<file path="config.mk">
export PLATFORM = sky130hd
export DESIGN_NAME = mem_port_arbiter_flat
export DESIGN_NICKNAME = d
export VERILOG_FILES = /design/src/rtl/mem_port_arbiter_if.sv /design/src/rtl/mem_port_arbiter.sv /design/src/flat_wrapper.sv
export SDC_FILE = /design/constraint.sdc
export NUM_CORES = 1
export LEC_CHECK = 0
export CORE_MARGIN = 4
export CORE_UTILIZATION = 32
export DETAILED_ROUTE_END_ITERATION = 12
export HOLD_SLACK_MARGIN = 0.12
export PLACE_DENSITY = 0.66
export REMOVE_ABC_BUFFERS = 1
export SLEW_MARGIN = 30
export SYNTH_ARGS = -nofsm -noshare
export SYNTH_HDL_FRONTEND = slang
export SYNTH_SLANG_ARGS = --single-unit
</file>
<file path="constraint.sdc">
create_clock -name clk -period 1.72 [get_ports clk]
set_input_delay 0.258 -clock clk [delete_from_list [all_inputs] [get_ports clk]]
set_output_delay 0.258 -clock clk [all_outputs]
set_load 0.02 [all_outputs]
</file>
<file path="src/rtl/mem_port_arbiter_if.sv">
// Signal bundle between the core-side requesters, the MIO bus and the memory port arbiter.
// The arbiter uses the slave modport; the core/bus environment uses the master modport.
interface mem_port_arbiter_if #(
  parameter int ADDR_W = 32,
  parameter int DATA_W = 32
);
  // Instruction fetch requester
  logic              if_req;
  logic [ADDR_W-1:0] if_addr;
  logic              if_gnt;
  logic [DATA_W-1:0] if_rdata;

  // Load/store requester
  logic              mem_req;
  logic              mem_we;
  logic [ADDR_W-1:0] mem_addr;
  logic [DATA_W-1:0] mem_wdata;
  logic              mem_gnt;
  logic [DATA_W-1:0] mem_rdata;

  // Shared MIO bus
  logic [ADDR_W-1:0] bus_addr;
  logic [DATA_W-1:0] bus_wdata;
  logic              bus_we;
  logic              bus_sel;
  logic [DATA_W-1:0] bus_rdata;
  logic              bus_ready;

  // Pipeline status
  logic              stall;
  logic              timeout_err;

  modport slave (
    input  if_req, if_addr, mem_req, mem_we, mem_addr, mem_wdata, bus_rdata, bus_ready,
    output if_gnt, if_rdata, mem_gnt, mem_rdata,
    output bus_addr, bus_wdata, bus_we, bus_sel, stall, timeout_err
  );

  modport master (
    output if_req, if_addr, mem_req, mem_we, mem_addr, mem_wdata, bus_rdata, bus_ready,
    input  if_gnt, if_rdata, mem_gnt, mem_rdata,
    input  bus_addr, bus_wdata, bus_we, bus_sel, stall, timeout_err
  );
endinterface

</file>
<file path="src/rtl/mem_port_arbiter.sv">
// Memory port arbiter: shares one ready-handshaked MIO port between instruction fetch (IF)
// and load/store (MEM). MEM normally has priority; IF wins once it has lost STARVE_LIM
// arbitrations in a row. Accesses that see no bus_ready for MAX_WAIT busy cycles are
// aborted with zero read data and a sticky timeout flag.
module mem_port_arbiter #(
  parameter int ADDR_W     = 32,
  parameter int DATA_W     = 32,
  parameter int MAX_WAIT   = 15,
  parameter int STARVE_LIM = 4
) (
  input logic              clk,
  input logic              rst,
  mem_port_arbiter_if.slave p
);

  localparam int WW = (MAX_WAIT > 1) ? $clog2(MAX_WAIT) : 1;
  localparam int SW = $clog2(STARVE_LIM + 1);
  localparam logic [WW-1:0] WAIT_LAST  = WW'(MAX_WAIT - 1);
  localparam logic [SW-1:0] STARVE_MAX = SW'(STARVE_LIM);

  typedef enum logic [1:0] {
    IDLE     = 2'd0,
    BUSY_IF  = 2'd1,
    BUSY_MEM = 2'd2
  } state_t;

  state_t            state_q;
  logic [WW-1:0]     wait_cnt_q;
  logic [SW-1:0]     starve_cnt_q;
  logic [ADDR_W-1:0] bus_addr_q;
  logic [DATA_W-1:0] bus_wdata_q;
  logic              bus_we_q;
  logic              bus_sel_q;
  logic              if_gnt_q;
  logic              mem_gnt_q;
  logic [DATA_W-1:0] if_rdata_q;
  logic [DATA_W-1:0] mem_rdata_q;
  logic              timeout_q;

  // A request is not eligible in the cycle its own grant is being presented.
  logic if_qual;
  logic mem_qual;
  logic starved;
  logic pick_mem;
  logic pick_if;

  assign if_qual  = p.if_req  & ~if_gnt_q;
  assign mem_qual = p.mem_req & ~mem_gnt_q;
  assign starved  = (starve_cnt_q == STARVE_MAX);
  assign pick_mem = mem_qual & ~(if_qual & starved);
  assign pick_if  = if_qual & ~pick_mem;

  // Arbitration FSM: all bus-side outputs, grants and read data are registered here.
  always_ff @(posedge clk or negedge rst) begin
    if (!rst) begin
      state_q      <= IDLE;
      wait_cnt_q   <= '0;
      starve_cnt_q <= '0;
      bus_addr_q   <= '0;
      bus_wdata_q  <= '0;
      bus_we_q     <= 1'b0;
      bus_sel_q    <= 1'b0;
      if_gnt_q     <= 1'b0;
      mem_gnt_q    <= 1'b0;
      if_rdata_q   <= '0;
      mem_rdata_q  <= '0;
      timeout_q    <= 1'b0;
    end else begin
      // Grants are single-cycle pulses unless re-asserted below.
      if_gnt_q  <= 1'b0;
      mem_gnt_q <= 1'b0;
      unique case (state_q)
        IDLE: begin
          if (pick_mem) begin
            state_q     <= BUSY_MEM;
            bus_addr_q  <= p.mem_addr;
            bus_wdata_q <= p.mem_wdata;
            bus_we_q    <= p.mem_we;
            bus_sel_q   <= 1'b1;
            wait_cnt_q  <= '0;
            // IF lost this round; count towards forcing it through next time.
            if (if_qual && !starved) begin
              starve_cnt_q <= starve_cnt_q + 1'b1;
            end
          end else if (pick_if) begin
            // Fetches carry no write data, so bus_wdata keeps its last value.
            state_q      <= BUSY_IF;
            bus_addr_q   <= p.if_addr;
            bus_we_q     <= 1'b0;
            bus_sel_q    <= 1'b0;
            wait_cnt_q   <= '0;
            starve_cnt_q <= '0;
          end
        end
        BUSY_IF, BUSY_MEM: begin
          if (p.bus_ready) begin
            state_q   <= IDLE;
            bus_we_q  <= 1'b0;
            bus_sel_q <= 1'b0;
            if (state_q == BUSY_IF) begin
              if_gnt_q   <= 1'b1;
              if_rdata_q <= p.bus_rdata;
            end else begin
              mem_gnt_q <= 1'b1;
              // Stores leave the previous load data visible.
              if (!bus_we_q) begin
                mem_rdata_q <= p.bus_rdata;
              end
            end
          end else if (wait_cnt_q == WAIT_LAST) begin
            // Abort: release the requester with zero data and flag the error.
            state_q   <= IDLE;
            bus_we_q  <= 1'b0;
            bus_sel_q <= 1'b0;
            timeout_q <= 1'b1;
            if (state_q == BUSY_IF) begin
              if_gnt_q   <= 1'b1;
              if_rdata_q <= '0;
            end else begin
              mem_gnt_q   <= 1'b1;
              mem_rdata_q <= '0;
            end
          end else begin
            wait_cnt_q <= wait_cnt_q + 1'b1;
          end
        end
        default: begin
          state_q   <= IDLE;
          bus_we_q  <= 1'b0;
          bus_sel_q <= 1'b0;
        end
      endcase
    end
  end

  assign p.bus_addr    = bus_addr_q;
  assign p.bus_wdata   = bus_wdata_q;
  assign p.bus_we      = bus_we_q;
  assign p.bus_sel     = bus_sel_q;
  assign p.if_gnt      = if_gnt_q;
  assign p.mem_gnt     = mem_gnt_q;
  assign p.if_rdata    = if_rdata_q;
  assign p.mem_rdata   = mem_rdata_q;
  assign p.timeout_err = timeout_q;

  // The pipeline freezes while any requester is still waiting for its grant.
  assign p.stall = (p.if_req & ~if_gnt_q) | (p.mem_req & ~mem_gnt_q);

endmodule

</file>
<file path="src/flat_wrapper.sv">
// flat-port wrapper written by rule: the top's interface ports become plain ports
module mem_port_arbiter_flat 
#(
  parameter int ADDR_W     = 32,
  parameter int DATA_W     = 32,
  parameter int MAX_WAIT   = 15,
  parameter int STARVE_LIM = 4
)
  (clk, rst, p_if_req, p_if_addr, p_mem_req, p_mem_we, p_mem_addr, p_mem_wdata, p_bus_rdata, p_bus_ready, p_if_gnt, p_if_rdata, p_mem_gnt, p_mem_rdata, p_bus_addr, p_bus_wdata, p_bus_we, p_bus_sel, p_stall, p_timeout_err);
  mem_port_arbiter_if #(.ADDR_W(ADDR_W), .DATA_W(DATA_W)) p_i ();
  input logic clk;
  input logic rst;
  input wire logic [$bits(p_i.if_req)-1:0] p_if_req;
  input wire logic [$bits(p_i.if_addr)-1:0] p_if_addr;
  input wire logic [$bits(p_i.mem_req)-1:0] p_mem_req;
  input wire logic [$bits(p_i.mem_we)-1:0] p_mem_we;
  input wire logic [$bits(p_i.mem_addr)-1:0] p_mem_addr;
  input wire logic [$bits(p_i.mem_wdata)-1:0] p_mem_wdata;
  input wire logic [$bits(p_i.bus_rdata)-1:0] p_bus_rdata;
  input wire logic [$bits(p_i.bus_ready)-1:0] p_bus_ready;
  output wire logic [$bits(p_i.if_gnt)-1:0] p_if_gnt;
  output wire logic [$bits(p_i.if_rdata)-1:0] p_if_rdata;
  output wire logic [$bits(p_i.mem_gnt)-1:0] p_mem_gnt;
  output wire logic [$bits(p_i.mem_rdata)-1:0] p_mem_rdata;
  output wire logic [$bits(p_i.bus_addr)-1:0] p_bus_addr;
  output wire logic [$bits(p_i.bus_wdata)-1:0] p_bus_wdata;
  output wire logic [$bits(p_i.bus_we)-1:0] p_bus_we;
  output wire logic [$bits(p_i.bus_sel)-1:0] p_bus_sel;
  output wire logic [$bits(p_i.stall)-1:0] p_stall;
  output wire logic [$bits(p_i.timeout_err)-1:0] p_timeout_err;
  assign p_i.if_req = p_if_req;
  assign p_i.if_addr = p_if_addr;
  assign p_i.mem_req = p_mem_req;
  assign p_i.mem_we = p_mem_we;
  assign p_i.mem_addr = p_mem_addr;
  assign p_i.mem_wdata = p_mem_wdata;
  assign p_i.bus_rdata = p_bus_rdata;
  assign p_i.bus_ready = p_bus_ready;
  assign p_if_gnt = p_i.if_gnt;
  assign p_if_rdata = p_i.if_rdata;
  assign p_mem_gnt = p_i.mem_gnt;
  assign p_mem_rdata = p_i.mem_rdata;
  assign p_bus_addr = p_i.bus_addr;
  assign p_bus_wdata = p_i.bus_wdata;
  assign p_bus_we = p_i.bus_we;
  assign p_bus_sel = p_i.bus_sel;
  assign p_stall = p_i.stall;
  assign p_timeout_err = p_i.timeout_err;
  mem_port_arbiter #(.ADDR_W(ADDR_W), .DATA_W(DATA_W), .MAX_WAIT(MAX_WAIT), .STARVE_LIM(STARVE_LIM)) u_core (.clk(clk), .rst(rst), .p(p_i));
endmodule
</file>
==> flow_metrics.py, run 1 <==
metrics = {
    "floorplanning": {
        "io_pins": 268,
        "initial_utilization_pct": 32.6,
        "rows": 50,
        "die-area_sq_um": 21400,
        "die_w_um": 146,
        "fp.dieH_um": 146,
        "core-area_sq_um": 18800,
    },
    "setup_path": {
        "cp-start-kind": "flop",
        "worstSetupPathType": "flop to primary output",
        "crit_fanout": 2,
        "cpMaxStageDelayCell": "clkdlybuf4s50_1",
        "max_stage_delay_ps": 660,
        "critical_path.top_delay_family": "buffers and inverters",
        "required_ps": 1460,
        "end_kind": "primary output",
        "cp_num_buf_inv": 1,
        "worst-endpoint-arrival_ps": 1420,
        "cp_cell_sequence": "clkdlybuf4s50_1",
    },
    "min_path": {
        "hp-class": "input pin to async pin",
    },
    "synthesis": {
        "syn_inst": 515,
        "synth_area_leaders": "dfrtp_1 58%, mux2_4 7.4%, nand2_1 6.6%",
        "synth.most_common_cell": "dfrtp_1",
        "synth_commonest_cells": "141 x dfrtp_1, 107 x nand2_1, 38 x a22o_1",
        "synth_ff_type": "dfrtp_1",
        "async_flop_share_pct": 100,
        "synth-edff-count": 0,
        "yosysWarnings": 0,
        "ys_seq_elements": 141,
        "yosysTopAreaCellShare_pct": 57.7,
        "yosysTopAreaCell": "dfrtp_1",
        "synth_area_per_cell_sq_um": 11.9,
        "synth.cell_area_sq_um": 6110,
        "synthDistinctLibCells": 48,
        "ys_seq_area_share_pct": 57.7,
    },
    "status": {
        "status": "finished clean",
    },
    "placed_design": {
        "io_buffers": 267,
        "dpl.cell_count": 1025,
        "dp_hpwl_mm": 13.3,
        "routabilityCongestion": 0.817,
    },
    "cells_and_area": {
        "n_fill_cell": 1664,
        "multi_input_area_sq_um": 2340,
        "finalNonFillerCells": 1062,
        "synthToLayoutAreaGrowth_pct": 64.7,
        "regArea_sq_um": 3530,
        "fin_nets": 954,
        "final_util_pct": 53.6,
        "drive_gt1_share_pct": 15.2,
    },
    "pwr": {
        "peakVddDrop_uv": 779,
        "powerDensity_nw_per_um2": 1900,
        "leakage_nw": 4.79,
    },
    "clocking": {
        "clockRootBuffer": "clkbuf_16",
        "clk_pin_slew_ps": 60,
        "clock_latency_ps": 410,
        "cts.sink_count": 141,
        "clk_path_buf_depth": 2,
        "cts_buffers": 17,
        "htreeDepth": 4,
        "cts_tree": "built",
    },
    "sta": {
        "relSlewSlack_pct": 78.0,
        "worst_slew_pin_slew_ps": 328,
        "rsz0062_at_grt": "false",
        "report.final.slew_viol_count": 0,
        "fin_crit_sh_pct": 97.6,
        "hold_viol": 0,
        "fmax_mhz": 595,
        "finClkSkew_ps": 9.15,
        "setup_viol": 0,
        "fin_crit_ps": 1680,
    },
    "detailed_routing": {
        "viasPerCell": 4.71,
        "drc": 0,
        "wl_mm": 18.3,
        "wl_per_cell_um": 17.2,
        "vias": 5004,
        "drt-initial-drc-count": 171,
        "ant_nets": 0,
        "dr.pass1.iters": 4,
    },
    "global_route": {
        "grt_start_max_net_pins": 65,
        "grt_pass1_wl_mm": 28.6,
        "grt_antenna_before_repair": 1,
        "grt_pass1_vias": 5169,
        "grtUsageTotal_pct": 16.8,
        "overflow": 0,
    },
    "flow_run": {
        "cap_viol_max_count": 0,
    },
}
## power by group
part           internal (mW)  switching, mW  leakage (nW)  total, mW
Combinational           4.90           4.69          2.73       9.59
Sequential              4.84          0.837          1.76       5.67
Clock                   2.24           1.58         0.299       3.82
Total                   12.0           7.11          4.79       19.1
## worst paths after layout
path / startpoint / end / slack (ps) / cells after the start
min in group clk: p_mem_we / u_core.p.bus_we / 410 / 3
hold reg to reg: u_core.p.if_rdata[9] / u_core.p.if_rdata[9] / 460 / 2
setup reg to reg: u_core.p.bus_sel / u_core.p.mem_rdata[19] / 110 / 7
hold / removal: rst / u_core.p.if_rdata[5] / 300 / 2
setup / recovery: u_core.p.bus_addr[24] / p_bus_addr[24] / 40 / 1
max in group asynchronous: rst / u_core.p.bus_wdata[21] / 870 / 3
## layout by cell type, fill, tap and decap left out, drive strengths merged, types with 2 or more instances in the layout
cell	n
a22o	38
inv	17
clkbuf	19
a211oi	2
a21o	3
nor2	5
nand3	37
a31oi	2
a21oi	4
dlygate4sd2	4
nand2	109
nor3	3
clkinv	4
dlymetal6s2s	10
nand2b	4
nand4	2
clkdlybuf4s50	251
buf	45
bufinv	2
mux2i	32
o21ai	37
o2bb2ai	3
dfrtp	141
ha	6
mux2	32
## through the flow
stage               total power [mW]  setup TNS (ps)  instance area (sq um)  setup slack [ps]  hold slack [ps]
floorplan                       10.4          -77510                   5880             -1620            -37.6
global placement                15.3           -6120                   9370              -143              162
detailed placement              15.3           -6620                   9370              -181              161
CTS                             19.2               0                   9980              6.68              291
global route                    20.1               0                  10100              2.46              311
finish                          19.1               0                  10100              40.5              299
## repair_timing
item                                   4_1_cts  5_1_grt
hold buffers                                 1        0
setup buffers                                0        2
endpoints found under the hold margin      141        0
setup endpoints to repair                    5      100
gates resized for setup                      7       15
pin swaps                                    0        1
cloned                                       0        1
## registers in the layout (all words and copies together) (netlist names)
| register | count |
|---|---|
| u_core.p.mem_rdata | 32 |
| u_core.p.if_gnt | 1 |
| u_core.p.timeout_err | 1 |
| u_core.p.bus_sel | 1 |
| u_core.p.bus_we | 1 |
| u_core.p.bus_addr | 32 |
| u_core.wait_cnt_q | 4 |
| u_core.starve_cnt_q | 3 |
| u_core.p.mem_gnt | 1 |
| u_core.state_q | 1 |
| u_core.p.bus_wdata | 32 |
| u_core.p.if_rdata | 32 |
## cell families after synthesis
| kind of cell | Yosys count | synth area share [%] |
|---|---|---|
| simple gates | 167 | 12.4 |
| flops | 141 | 57.7 |
| compound gates | 94 | 11.2 |
| mux | 64 | 13.0 |
| buf+inv | 43 | 4.48 |
| fa+ha+maj | 6 | 1.23 |
## final cells by class
type	instances	area share (%)
Antenna cell	1	0.0249
Clock inverter	14	1.73
Clock buffer	18	4.36
Multi-Input combinational cell	331	23.3
Inverter	10	0.373
Sequential cell	141	35.0
Tap cell	234	2.91
Timing Repair Buffer	313	32.3
## per-layer routing
layer / part of all wire [%] / vias to the layer above / GRT usage (%)
met5: 0 / - / 0
met4: 3.4 / 0 / 7.38
met3: 5.1 / 37 / 4.47
met2: 49 / 162 / 27.5
met1: 42 / 2405 / 20.9
li1: - / 2400 / -
(Power assumes the default switching activity.)
==> run 2: changes to the inputs <==
--- a/config.mk
+++ b/config.mk
@@ -6,11 +6,10 @@
 export NUM_CORES = 1
 export LEC_CHECK = 0
 export CORE_MARGIN = 4
-export CORE_UTILIZATION = 32
+export CORE_UTILIZATION = 38
 export DETAILED_ROUTE_END_ITERATION = 12
 export HOLD_SLACK_MARGIN = 0.12
-export PLACE_DENSITY = 0.66
-export REMOVE_ABC_BUFFERS = 1
+export PLACE_DENSITY = 0.76
 export SLEW_MARGIN = 30
 export SYNTH_ARGS = -nofsm -noshare
 export SYNTH_HDL_FRONTEND = slang
==> flow_metrics.py, run 2 (same netlist as run 1, synthesis figures left out) <==
metrics = {
    "cells_and_area": {
        "fin_nets": 942,
        "n_fill_cell": 1232,
        "layout_commonest_cell": "clkdlybuf4s50_1",
        "multi_input_area_sq_um": 2400,
        "regArea_sq_um": 3530,
        "synthToLayoutAreaGrowth_pct": 61.6,
        "n_antenna_cell": 0,
        "final_cell_mix": "250 x clkdlybuf4s50_1, 140 x dfrtp_1, 105 x nand2_1",
        "drive_gt1_share_pct": 14.8,
        "finalNonFillerCells": 1031,
    },
    "placed_design": {
        "io_buffers": 267,
        "dpl.cell_count": 990,
        "post-place-ws_ps": -177,
        "routabilityCongestion": 0.843,
        "dp_hpwl_mm": 13.1,
    },
    "clocking": {
        "clk_pin_slew_ps": 60,
        "cts_tree": "built",
        "clk_path_buf_depth": 2,
        "htreeDepth": 4,
        "cts.sink_count": 141,
        "cts_buffers": 17,
        "clockRootBuffer": "clkbuf_16",
        "clock_latency_ps": 410,
    },
    "status": {
        "status": "finished clean",
    },
    "setup_path": {
        "cp-start-kind": "flop",
        "r2r_cells": 8,
        "critical_path_depth": 1,
        "rr_endpoint": "u_core.p.if_rdata[1]",
        "max_stage_delay_ps": 640,
        "cp_cell_sequence": "clkdlybuf4s50_1",
        "cpMaxStageDelayCell": "clkdlybuf4s50_1",
        "crit_end": "p_bus_wdata[3]",
        "reg2reg_from": "u_core.wait_cnt_q[0]",
        "critical_path.top_delay_family": "buffers and inverters",
        "crit_fanout": 2,
        "worst-endpoint-arrival_ps": 1420,
        "crit_start": "u_core.p.bus_wdata[3]",
        "worstSetupPathType": "flop to primary output",
        "end_kind": "primary output",
        "r2r_slack_ps": 80,
        "cp_num_buf_inv": 1,
        "required_ps": 1460,
    },
    "floorplanning": {
        "initial_utilization_pct": 38.6,
        "die_w_um": 135,
        "rows": 46,
        "die-area_sq_um": 18200,
        "core-area_sq_um": 15800,
        "io_pins": 268,
        "fp.dieH_um": 135,
    },
    "sta": {
        "report.final.slew_viol_count": 0,
        "fin_ws_ps": 39.4,
        "setup_viol": 0,
        "fmax_mhz": 595,
        "fin_crit_sh_pct": 97.7,
        "hold_viol": 0,
        "fin_crit_ps": 1680,
        "worst_slew_pin_slew_ps": 339,
        "finClkSkew_ps": 7.65,
        "relSlewSlack_pct": 77.4,
    },
    "flow_run": {
        "cap_viol_max_count": 0,
    },
    "pwr": {
        "leakage_nw": 4.68,
        "peakVddDrop_uv": 986,
        "powerDensity_nw_per_um2": 1890,
        "total_power_mw": 18.7,
    },
    "detailed_routing": {
        "wl_per_cell_um": 17.4,
        "viasPerCell": 4.96,
        "dr.pass1.iters": 4,
        "ant_nets": 0,
        "wl_mm": 17.9,
        "drt-initial-drc-count": 207,
        "drc": 0,
        "vias": 5113,
    },
    "min_path": {
        "hp-class": "input pin to async pin",
    },
    "global_route": {
        "grt_pass1_vias": 5437,
        "grt_pass1_wl_mm": 28.1,
        "grtUsageTotal_pct": 19.5,
        "grt_antenna_before_repair": 0,
        "overflow": 0,
        "grt_start_max_net_pins": 65,
    },
    "synthesis": {
        "syn_nets": 655,
    },
}
==> run 2: cell count changes in the layout (fill, tap and decap cells not counted), sizes merged <==
cell,change
clkdlybuf4s15,-1
dlygate4sd2,+1
bufinv,-2
buf,-11
clkinvlp,+4
diode,-1
inv,-2
clkdlybuf4s50,-1
==> run 2: power by group <==
| group | internal [mW] | switching, mW |
|---|---|---|
| sequential | 4.84 | 0.944 |
| combinational | 4.86 | 4.66 |
| clock | 1.91 | 1.49 |
==> run 2: how the worst min path moves through the flow <==
stage | start | end | slack [ps] | depth (start not counted)
2_1_floorplan | rst | u_core.p.bus_addr[0] | -40 | 0
3_3_place_gp | rst | u_core.p.mem_rdata[0] | 140 | 1
3_5_place_dp | rst | u_core.p.mem_rdata[30] | 140 | 1
4_1_cts | rst | u_core.p.mem_rdata[27] | 260 | 2
5_1_grt | rst | u_core.p.mem_rdata[29] | 280 | 2
6_report | rst | u_core.p.mem_rdata[29] | 270 | 2
==> run 2: metal layers <==
metal / share of wire [%] / vias to the layer above / routed length (um) / track usage [%]
met2: 50 / 238 / 9000 / 33.0
met5: 0 / - / 0 / 0
met1: 38 / 2482 / 6830 / 22.5
li1: - / 2368 / - / -
met3: 9.8 / 25 / 1750 / 7.56
met4: 1.9 / 0 / 335 / 6.96
==> run 2: repair_timing <==
action | in CTS | in global routing
hold buffers | 1 | 0
endpoints found under the hold margin | 141 | 0
resized for setup | 8 | 20
gates cloned | 0 | 2
setup endpoints to repair | 14 | 91
buffers inserted | 0 | 6
pin swaps | 0 | 2
==> run 2: final cells by class <==
class | count | share of cell area (%)
well taps | 216 | 2.74
clock inverters | 14 | 1.13
multi-input cells | 331 | 24.3
clock buffers | 18 | 4.45
repair buffers | 301 | 31.3
flip-flops and latches | 141 | 35.7
inverters | 10 | 0.380
==> run 2: stage by stage <==
step	hold slack, ps	utilization [%]	TNS [ps]	area [sq um]
2_1_floorplan	-37.6	-	0	6130
3_3_place_gp	136	57.8	-3470	9150
3_5_place_dp	141	57.8	-5570	9150
4_1_cts	258	61.4	0	9720
5_1_grt	282	62.4	-25.5	9880
6_report	270	62.4	0	9880
==> run 3: changes to the inputs <==
--- a/config.mk
+++ b/config.mk
@@ -8,6 +8,7 @@
 export CORE_MARGIN = 4
 export CORE_UTILIZATION = 38
 export DETAILED_ROUTE_END_ITERATION = 12
+export GPL_TIMING_DRIVEN = 1
 export HOLD_SLACK_MARGIN = 0.12
 export PLACE_DENSITY = 0.76
 export SLEW_MARGIN = 30
==> results of run 3 <==
Same layout as run 2: the final DEF is identical, and so are final timing and power.
